File: src/rtl/instr_sequencer_if.sv
// Handshake and status bundle between the issue sequencer and its
// fetch unit, data memory and pipeline consumers.
interface instr_sequencer_if #(
  parameter int RETIRE_W = 16
);
  logic [31:0]         instruction;
  logic                wait_instr;
  logic                instr_segv;
  logic                wait_data;
  logic                data_segv;
  logic                fault_clear;
  logic                fetch_req;
  logic [31:0]         ir;
  logic                ir_valid;
  logic                issue_alu;
  logic                issue_mem;
  logic                reg_we;
  logic                pc_inc;
  logic                pc_load;
  logic                fault;
  logic [1:0]          fault_cause;
  logic [2:0]          state;
  logic [RETIRE_W-1:0] retired_count;

  modport master (
    input  instruction,
    input  wait_instr,
    input  instr_segv,
    input  wait_data,
    input  data_segv,
    input  fault_clear,
    output fetch_req,
    output ir,
    output ir_valid,
    output issue_alu,
    output issue_mem,
    output reg_we,
    output pc_inc,
    output pc_load,
    output fault,
    output fault_cause,
    output state,
    output retired_count
  );

  modport slave (
    output instruction,
    output wait_instr,
    output instr_segv,
    output wait_data,
    output data_segv,
    output fault_clear,
    input  fetch_req,
    input  ir,
    input  ir_valid,
    input  issue_alu,
    input  issue_mem,
    input  reg_we,
    input  pc_inc,
    input  pc_load,
    input  fault,
    input  fault_cause,
    input  state,
    input  retired_count
  );
endinterface

File: src/rtl/instr_sequencer.sv
// Multi-cycle issue sequencer: fetch, decode, ALU or load/store issue,
// retire; traps segmentation faults and memory timeouts into FAULT.
module instr_sequencer #(
  parameter int MEM_TIMEOUT = 255,
  parameter int RETIRE_W    = 16
) (
  input logic              clk,
  input logic              rst_n,
  instr_sequencer_if.master seq_if
);

  localparam int CW = $clog2(MEM_TIMEOUT + 1);
  localparam logic [CW-1:0] TMO_LAST = CW'(MEM_TIMEOUT - 1);

  typedef enum logic [2:0] {
    IDLE   = 3'd0,
    FETCH  = 3'd1,
    DECODE = 3'd2,
    EXEC   = 3'd3,
    MEM    = 3'd4,
    RETIRE = 3'd5,
    FAULT  = 3'd6
  } state_e;

  localparam logic [1:0] CAUSE_NONE = 2'b00;
  localparam logic [1:0] CAUSE_ISEG = 2'b01;
  localparam logic [1:0] CAUSE_DSEG = 2'b10;
  localparam logic [1:0] CAUSE_TMO  = 2'b11;

  state_e              state_q, state_d;
  logic [31:0]         ir_q, ir_d;
  logic [1:0]          cause_q, cause_d;
  logic [CW-1:0]       tmo_q, tmo_d;
  logic [RETIRE_W-1:0] ret_q, ret_d;

  always_ff @(posedge clk or negedge rst_n) begin
    if (!rst_n) begin
      state_q <= IDLE;
      ir_q    <= '0;
      cause_q <= CAUSE_NONE;
      tmo_q   <= '0;
      ret_q   <= '0;
    end else begin
      state_q <= state_d;
      ir_q    <= ir_d;
      cause_q <= cause_d;
      tmo_q   <= tmo_d;
      ret_q   <= ret_d;
    end
  end

  always_comb begin
    state_d = state_q;
    ir_d    = ir_q;
    cause_d = cause_q;
    tmo_d   = tmo_q;
    ret_d   = ret_q;
    unique case (state_q)
      IDLE: state_d = FETCH;
      FETCH: begin
        if (seq_if.instr_segv) begin
          state_d = FAULT;
          cause_d = CAUSE_ISEG;
        end else if (!seq_if.wait_instr) begin
          ir_d    = seq_if.instruction;
          state_d = DECODE;
        end
      end
      DECODE: begin
        if (ir_q[0]) begin
          state_d = EXEC;
        end else begin
          state_d = MEM;
          tmo_d   = '0;
        end
      end
      EXEC: state_d = RETIRE;
      MEM: begin
        // segv beats completion, completion beats timeout
        if (seq_if.data_segv) begin
          state_d = FAULT;
          cause_d = CAUSE_DSEG;
        end else if (!seq_if.wait_data) begin
          state_d = RETIRE;
        end else if (tmo_q == TMO_LAST) begin
          state_d = FAULT;
          cause_d = CAUSE_TMO;
        end else begin
          tmo_d = tmo_q + CW'(1);
        end
      end
      RETIRE: begin
        ret_d   = ret_q + RETIRE_W'(1);
        state_d = FETCH;
      end
      FAULT: begin
        if (seq_if.fault_clear) begin
          cause_d = CAUSE_NONE;
          state_d = FETCH;
        end
      end
      default: state_d = IDLE;
    endcase
  end

  logic in_fetch, in_dec, in_exec;
  logic in_mem, in_ret, in_fault;

  always_comb begin
    in_fetch = 1'b0;
    in_dec   = 1'b0;
    in_exec  = 1'b0;
    in_mem   = 1'b0;
    in_ret   = 1'b0;
    in_fault = 1'b0;
    unique case (1'b1)
      (state_q == FETCH):  in_fetch = 1'b1;
      (state_q == DECODE): in_dec   = 1'b1;
      (state_q == EXEC):   in_exec  = 1'b1;
      (state_q == MEM):    in_mem   = 1'b1;
      (state_q == RETIRE): in_ret   = 1'b1;
      (state_q == FAULT):  in_fault = 1'b1;
      default: ;
    endcase
  end

  assign seq_if.fetch_req     = in_fetch;
  assign seq_if.ir            = ir_q;
  assign seq_if.ir_valid      = in_dec | in_exec | in_mem | in_ret;
  assign seq_if.issue_alu     = in_exec;
  assign seq_if.issue_mem     = in_mem;
  assign seq_if.reg_we        = in_ret;
  assign seq_if.pc_inc        = in_ret & ~ir_q[1];
  assign seq_if.pc_load       = in_ret & ir_q[1];
  assign seq_if.fault         = in_fault;
  assign seq_if.fault_cause   = cause_q;
  assign seq_if.state         = state_q;
  assign seq_if.retired_count = ret_q;

endmodule
File: src/flat_wrapper.sv
// flat-port wrapper written by rule: the top's interface ports become plain ports
module instr_sequencer_flat 
#(
  parameter int MEM_TIMEOUT = 255,
  parameter int RETIRE_W    = 16
)
  (clk, rst_n, seq_if_instruction, seq_if_wait_instr, seq_if_instr_segv, seq_if_wait_data, seq_if_data_segv, seq_if_fault_clear, seq_if_fetch_req, seq_if_ir, seq_if_ir_valid, seq_if_issue_alu, seq_if_issue_mem, seq_if_reg_we, seq_if_pc_inc, seq_if_pc_load, seq_if_fault, seq_if_fault_cause, seq_if_state, seq_if_retired_count);
  instr_sequencer_if #(.RETIRE_W(RETIRE_W)) seq_if_i ();
  input logic clk;
  input logic rst_n;
  input wire logic [$bits(seq_if_i.instruction)-1:0] seq_if_instruction;
  input wire logic [$bits(seq_if_i.wait_instr)-1:0] seq_if_wait_instr;
  input wire logic [$bits(seq_if_i.instr_segv)-1:0] seq_if_instr_segv;
  input wire logic [$bits(seq_if_i.wait_data)-1:0] seq_if_wait_data;
  input wire logic [$bits(seq_if_i.data_segv)-1:0] seq_if_data_segv;
  input wire logic [$bits(seq_if_i.fault_clear)-1:0] seq_if_fault_clear;
  output wire logic [$bits(seq_if_i.fetch_req)-1:0] seq_if_fetch_req;
  output wire logic [$bits(seq_if_i.ir)-1:0] seq_if_ir;
  output wire logic [$bits(seq_if_i.ir_valid)-1:0] seq_if_ir_valid;
  output wire logic [$bits(seq_if_i.issue_alu)-1:0] seq_if_issue_alu;
  output wire logic [$bits(seq_if_i.issue_mem)-1:0] seq_if_issue_mem;
  output wire logic [$bits(seq_if_i.reg_we)-1:0] seq_if_reg_we;
  output wire logic [$bits(seq_if_i.pc_inc)-1:0] seq_if_pc_inc;
  output wire logic [$bits(seq_if_i.pc_load)-1:0] seq_if_pc_load;
  output wire logic [$bits(seq_if_i.fault)-1:0] seq_if_fault;
  output wire logic [$bits(seq_if_i.fault_cause)-1:0] seq_if_fault_cause;
  output wire logic [$bits(seq_if_i.state)-1:0] seq_if_state;
  output wire logic [$bits(seq_if_i.retired_count)-1:0] seq_if_retired_count;
  assign seq_if_i.instruction = seq_if_instruction;
  assign seq_if_i.wait_instr = seq_if_wait_instr;
  assign seq_if_i.instr_segv = seq_if_instr_segv;
  assign seq_if_i.wait_data = seq_if_wait_data;
  assign seq_if_i.data_segv = seq_if_data_segv;
  assign seq_if_i.fault_clear = seq_if_fault_clear;
  assign seq_if_fetch_req = seq_if_i.fetch_req;
  assign seq_if_ir = seq_if_i.ir;
  assign seq_if_ir_valid = seq_if_i.ir_valid;
  assign seq_if_issue_alu = seq_if_i.issue_alu;
  assign seq_if_issue_mem = seq_if_i.issue_mem;
  assign seq_if_reg_we = seq_if_i.reg_we;
  assign seq_if_pc_inc = seq_if_i.pc_inc;
  assign seq_if_pc_load = seq_if_i.pc_load;
  assign seq_if_fault = seq_if_i.fault;
  assign seq_if_fault_cause = seq_if_i.fault_cause;
  assign seq_if_state = seq_if_i.state;
  assign seq_if_retired_count = seq_if_i.retired_count;
  instr_sequencer #(.MEM_TIMEOUT(MEM_TIMEOUT), .RETIRE_W(RETIRE_W)) u_core (.clk(clk), .rst_n(rst_n), .seq_if(seq_if_i));
endmodule
File: config.mk
export PLATFORM = sky130hd
export DESIGN_NAME = instr_sequencer_flat
export DESIGN_NICKNAME = d
export VERILOG_FILES = /design/src/rtl/instr_sequencer_if.sv /design/src/rtl/instr_sequencer.sv /design/src/flat_wrapper.sv
export SDC_FILE = /design/constraint.sdc
export NUM_CORES = 1
export LEC_CHECK = 0
export BUFFER_PORTS_ARGS = -buffer_cell sky130_fd_sc_hd__buf_2
export CAP_MARGIN = 10
export CORE_MARGIN = 2
export CORE_UTILIZATION = 45
export CTS_BUF_LIST = sky130_fd_sc_hd__clkbuf_8
export CTS_CLUSTER_SIZE = 30
export DETAILED_ROUTE_END_ITERATION = 10
export MAX_ROUTING_LAYER = met4
export PLACE_DENSITY_LB_ADDON = 0.25
export SLEW_MARGIN = 0
export SYNTH_ARGS = -nofsm -noshare
export SYNTH_HDL_FRONTEND = slang
export SYNTH_SLANG_ARGS = --single-unit
File: constraint.sdc
create_clock -name clk -period 2.35 [get_ports clk]
set_clock_uncertainty 0.2 [all_clocks]
set_input_delay 0.3525 -clock clk [delete_from_list [all_inputs] [get_ports clk]]
set_output_delay 0.3525 -clock clk [all_outputs]
set_load 0.005 [all_outputs]
==> reports/results.tsv, run 1 <==
metric	value	unit
path_clk_slew	0.06	ns
clockBufferDepth	2	
die_h	83.2	µm
worstHoldPathCells	2	
io_buffers	99	
min_from	seq_if_instruction[2]	
core_area	5990	µm²
cts-buffers-inserted	9	
dp_hpwl	4380	µm
rsz0062_at_grt	no	
powerDensity	1120	nW/µm²
hp-class	in2reg	
ys.flop_type	dfrtp_1	
tightest_slew	0.575	ns
final.setup.tns	0	ns
synth_fa_ha_area_share	1.77	%
root_buffer	clkbuf_8	
setup_viol	0	
yosysWarningCount	0	
peakVddDrop	0.000586	V
viasPerCell	5.09	
start_util	47.1	%
drive_gt1_share	46.6	%
worstPathRequired	1.80	ns
crit_type	reg2out	
cts_tree	done	
period_share	94.6	%
cp_slowest_stage_delay	0.49	ns
grt_max_degree	39	
place_congestion	0.854	
antenna_found_initial	0	
htreeDepth	3	
slew_headroom	61.7	%
timing.critical_path.from	u_core.seq_if.state[1]$_DFFE_PN0P_	
grt_pass1_vias	2072	
antenna_cells	0	
clk-insertion-delay-late	0.33	ns
utilization	61.0	%
cts_sinks	61	
min_period	2.22	ns
reg2reg_depth	5	
arrival	1.67	ns
synth-xor-area-share	4.66	%
synth_seq_area_share	54.1	%
synthMuxAreaShare	13.1	%
power_leakage	1.87	nW
hold_viol	0	
critPathBufInv	2	
io_pins	100	
syn_to_final_growth	29.5	%
ant_nets	0	
ys_ff_latch	61	
grt_usage	18.5	%
fp.dieW	83.2	µm
crit_chain	nand3b_2, inv_1, and2_1, buf_2	
synth_top_family_by_area	simple AND/OR/NAND/NOR gates	
synthesis.nets	276	
rows	28	
grt_overflow	0	
post_cts_buffers	0	
crit_family	simple AND/OR/NAND/NOR gates	
yosys.area_share.simple	14.8	%
maxCapViolCount	0	
worstSetupEndpointType	primary output	
first_pass_iters	4	
synth_compound_area_share	8.56	%
power	4.07	mW
fmax	0.450	GHz
cp_max_fo	12	
synth_area	2820	µm²
grt_pass1_wl	9960	µm
r2r_setup_slack	0.33	ns
nets	387	
outcome	complete, no violations	
postSynthCellCount	233	
crit_slowest_cell	dfrtp_1	
r2r_end	u_core.tmo_q[2]$_DFFE_PN0P_	
die-area	6920	µm²
final_max_slew_viol_count	0	
drc	0	
synth_edf_count	0	
cp-start-kind	register	
postSynthAreaPerCell	12.1	µm²
hold_end	u_core.seq_if.ir[2]$_DFFE_PN0P_	
async_flop_share	100	%
routed_wl	5940	µm
reg2reg_from	u_core.seq_if.state[1]$_DFFE_PN0P_	
vias	2151	
netlist-cell-type-count	55	
drtIter0Drc	100	
wl_per_cell	14.0	µm
[layer usage]
| metal | wire length (µm) | vias to the layer above | share of wire [%] | global-route usage, % |
|---|---|---|---|---|
| met4 | 91 | 0 | 1.5 | 8.05 |
| met2 | 2760 | 72 | 46 | 28.0 |
| met5 | 0 | - | 0 | - |
| met1 | 2730 | 1016 | 46 | 23.9 |
| li1 | - | 1056 | - | - |
| met3 | 355 | 7 | 6.0 | 4.37 |
[where the power goes]
group          leakage, nW  switching (mW)  internal, mW
Sequential           0.769           0.259          1.43
Clock                0.101           0.391         0.538
Combinational        0.995           0.656         0.802
[sequential cells by signal, indices dropped and copies added (netlist names)]
name and count:
u_core.seq_if.ir 32, u_core.seq_if.retired_count 16, u_core.seq_if.state 3, u_core.seq_if.fault_cause 2, u_core.tmo_q 8
[through the flow]
step           hold WS, ns  cells  setup WS, ns  instance area (µm²)
2_1_floorplan       -0.143    233         0.455                 2820
3_3_place_gp         0.185    407         0.386                 3440
3_5_place_dp         0.188    407         0.349                 3440
4_1_cts             0.0324    423         0.101                 3650
5_1_grt             0.0391    423       0.00743                 3650
6_report            0.0470    423         0.127                 3650
[worst max-delay path by stage]
stage | end | cells past startpoint
CTS | seq_if_pc_load | 4
detailed placement | u_core.tmo_q[2]$_DFFE_PN0P_ | 5
global route | seq_if_pc_load | 4
finish | seq_if_pc_load | 4
global placement | u_core.seq_if.retired_count[10]$_DFFE_PN0P_ | 4
floorplan | u_core.tmo_q[2]$_DFFE_PN0P_ | 5
[synthesized netlist by cell type, drive strengths merged, types with 3 or more instances]
cell      n  area share, %
ha        4            1.8
dfrtp    61             54
or3       3           0.67
nor2      5           0.67
xnor2    11            3.4
nand2    20            2.7
nand3     9            1.6
and3      4           0.89
a2bb2oi   3           0.93
inv      10            1.3
xor2      4            1.2
buf       7            1.3
o21ai     8            1.4
mux2     32             13
nand4     3           0.67
nor3      6            1.2
[cells by family (layout without fill, tap and decap cells)]
logic type,after synthesis,after routing
simple gates,72,72
flops,61,61
mux,33,33
compound gates,30,30
buf+inv,18,133
xor+xnor,15,15
fa+ha+maj,4,4
[cells in the final DEF, fill, tap and decap left out, drive strengths merged, types with 4 or more instances in the layout]
cell	n
buf	106
mux2	32
clkbuf	11
and3	4
nor2	5
ha	4
nor3	6
dfrtp	61
inv	10
nand3	9
xnor2	11
o21ai	8
xor2	4
nand2	20
[repair_timing]
action,4_1_cts,5_1_grt
endpoints found under the hold margin,23,0
resized for setup,0,0
hold buffers,1,0
[layout make-up]
class	instances	area [µm²]
Clock inverter	4	47.5
Sequential cell	61	1530
Multi-Input combinational cell	154	1220
Timing Repair Buffer	107	571
Inverter	11	46.3
Clock buffer	11	151
Tap cell	75	93.8
Fill cell	512	2340
Note: power is estimated with default switching activity, not from simulation.
==> run 2, diff against run 1 <==
- BUFFER_PORTS_ARGS: -buffer_cell sky130_fd_sc_hd__buf_2 -> -buffer_cell sky130_fd_sc_hd__buf_4
- GPL_TIMING_DRIVEN: not set -> 0
==> run 2 against run 1 <==
  * Global-route usage rose by 0.70 points
  * Setup slack improved by 0.068 ns
  * Highest routed layer unchanged
  * Fmax rose by 3.2%
  * Largest power group unchanged
  * First-iteration DRC count fell by 5.0%
  * Design area rose by 5.9%
  * Combinational power rose by 15%
  * Non-clock buffer count did not move
  * Die area did not move
  * Clock power fell by 3.8%
  * Wire length rose by 3.9%
  * Final cell count rose by 0.24%
  * Critical endpoint unchanged
==> reports/results.tsv, run 2 (synthesis results as in run 1) <==
metric	value	unit
crit_type	reg2out	
routed_wl	6170	µm
design_area	3870	µm²
worstSetupEndpointType	primary output	
hold_ws	0.0472	ns
drive_gt1_share	45.8	%
io_pins	100	
final_common_cell	buf_4	
grt_max_degree	62	
first_pass_iters	4	
antenna_found_initial	0	
arrival	1.60	ns
fmax	0.464	GHz
placed_cell_area	3660	µm²
fp.dieW	83.2	µm
multi_input_area	1220	µm²
power	4.28	mW
clk-insertion-delay-late	0.33	ns
ant_nets	0	
tightest_slew	0.767	ns
rsz0062_at_grt	no	
finalNonFillerCells	424	
grt_usage	19.2	%
start_util	47.1	%
antenna_cells	0	
dp_hpwl	4500	µm
cp_max_fo	11	
worstPathRequired	1.80	ns
fill_cells	494	
path_clk_slew	0.07	ns
clockBufferDepth	2	
post-place-ws	0.238	ns
grt_overflow	0	
dp_cells	407	
final.setup.tns	0	ns
viasPerCell	5.18	
drtIter0Drc	95	
grt_pass1_wl	10400	µm
cp-start-kind	register	
htreeDepth	3	
setup_viol	0	
root_buffer	clkbuf_8	
io_buffers	99	
powerDensity	1110	nW/µm²
place_congestion	0.879	
cts_tree	done	
cts_sinks	61	
core_area	5990	µm²
post_cts_buffers	0	
peakVddDrop	0.000766	V
wl_per_cell	14.6	µm
hp-class	in2reg	
outcome	complete, no violations	
die_h	83.2	µm
fin_ws	0.195	ns
grt_pass1_vias	2119	
nets	387	
final_cell_mix	buf_4 (100), dfrtp_1 (61), mux2_2 (31), nand2_1 (20), inv_1 (12)	
largest_reg_flops	32	
rows	28	
syn_to_final_growth	37.2	%
maxCapViolCount	0	
seqCellArea	1530	µm²
hold_viol	0	
period_share	91.7	%
die-area	6920	µm²
cts-buffers-inserted	9	
final_max_slew_viol_count	0	
slew_headroom	48.8	%
power_leakage	1.93	nW
min_period	2.15	ns
utilization	64.6	%
drc	0	
vias	2198	
[run 2: cell count changes in the layout (fill, tap and decap cells not counted)]
cell,before,now
nand3b_4,0,1
buf_4,6,100
inv_1,10,12
buf_1,0,1
clkbuf_8,11,10
nor3_4,1,0
nand3b_2,1,0
nor3_2,0,1
buf_12,1,0
buf_2,99,5
[run 2: critical path, cell delays in order, from the launching register on]
cell	delay, ns
dfrtp_1	0.57
nand3b_4	0.27
inv_1	0.12
and2_1	0.18
buf_4	0.13
[run 2: what timing repair did]
action | 4_1_cts | 5_1_grt
gates resized for setup | 0 | 1
hold endpoints to repair | 61 | 0
hold buffers | 1 | 0
setup endpoints to repair | 0 | 1
[run 2: final timing paths]
kind                                                                  start  slack (ns)                                           to  cells after the start
worst min register to register  u_core.seq_if.retired_count[15]$_DFFE_PN0P_        0.27  u_core.seq_if.retired_count[15]$_DFFE_PN0P_                      1
worst max register to register           u_core.seq_if.state[2]$_DFFE_PN0P_        0.24              u_core.seq_if.ir[8]$_DFFE_PN0P_                      6
worst max-delay path                     u_core.seq_if.state[1]$_DFFE_PN0P_        0.20                               seq_if_pc_load                      4
worst min-delay path                                 seq_if_instruction[23]        0.05             u_core.seq_if.ir[23]$_DFFE_PN0P_                      2
min in group asynchronous                                             rst_n        0.44   u_core.seq_if.retired_count[6]$_DFFE_PN0P_                      2
max in group asynchronous                                             rst_n        1.00              u_core.seq_if.ir[0]$_DFFE_PN0P_                      2
[run 2: layer usage]
metal  part of all wire, %  vias up  global-route usage, %
li1                      -     1060                      -
met5                     0        -                      -
met1                    43     1050                   24.8
met3                   6.7       10                   5.86
met4                   1.8        0                   6.71
met2                    48       78                   28.9
[run 2: cell type report]
cell class | count | area share, %
flip-flops and latches | 61 | 39.5
multi-input cells | 154 | 31.5
repair buffers | 100 | 19.5
clock buffers | 10 | 3.56
well taps | 75 | 2.43
clock inverters | 6 | 1.42
inverters | 11 | 1.20
plain buffers | 7 | 0.938
[run 2: report_power, final]
part / leakage (nW) / switching, mW / internal, mW
sequential: 0.769 / 0.275 / 1.43
combinational: 1.06 / 0.670 / 1.01
clock: 0.105 / 0.387 / 0.507
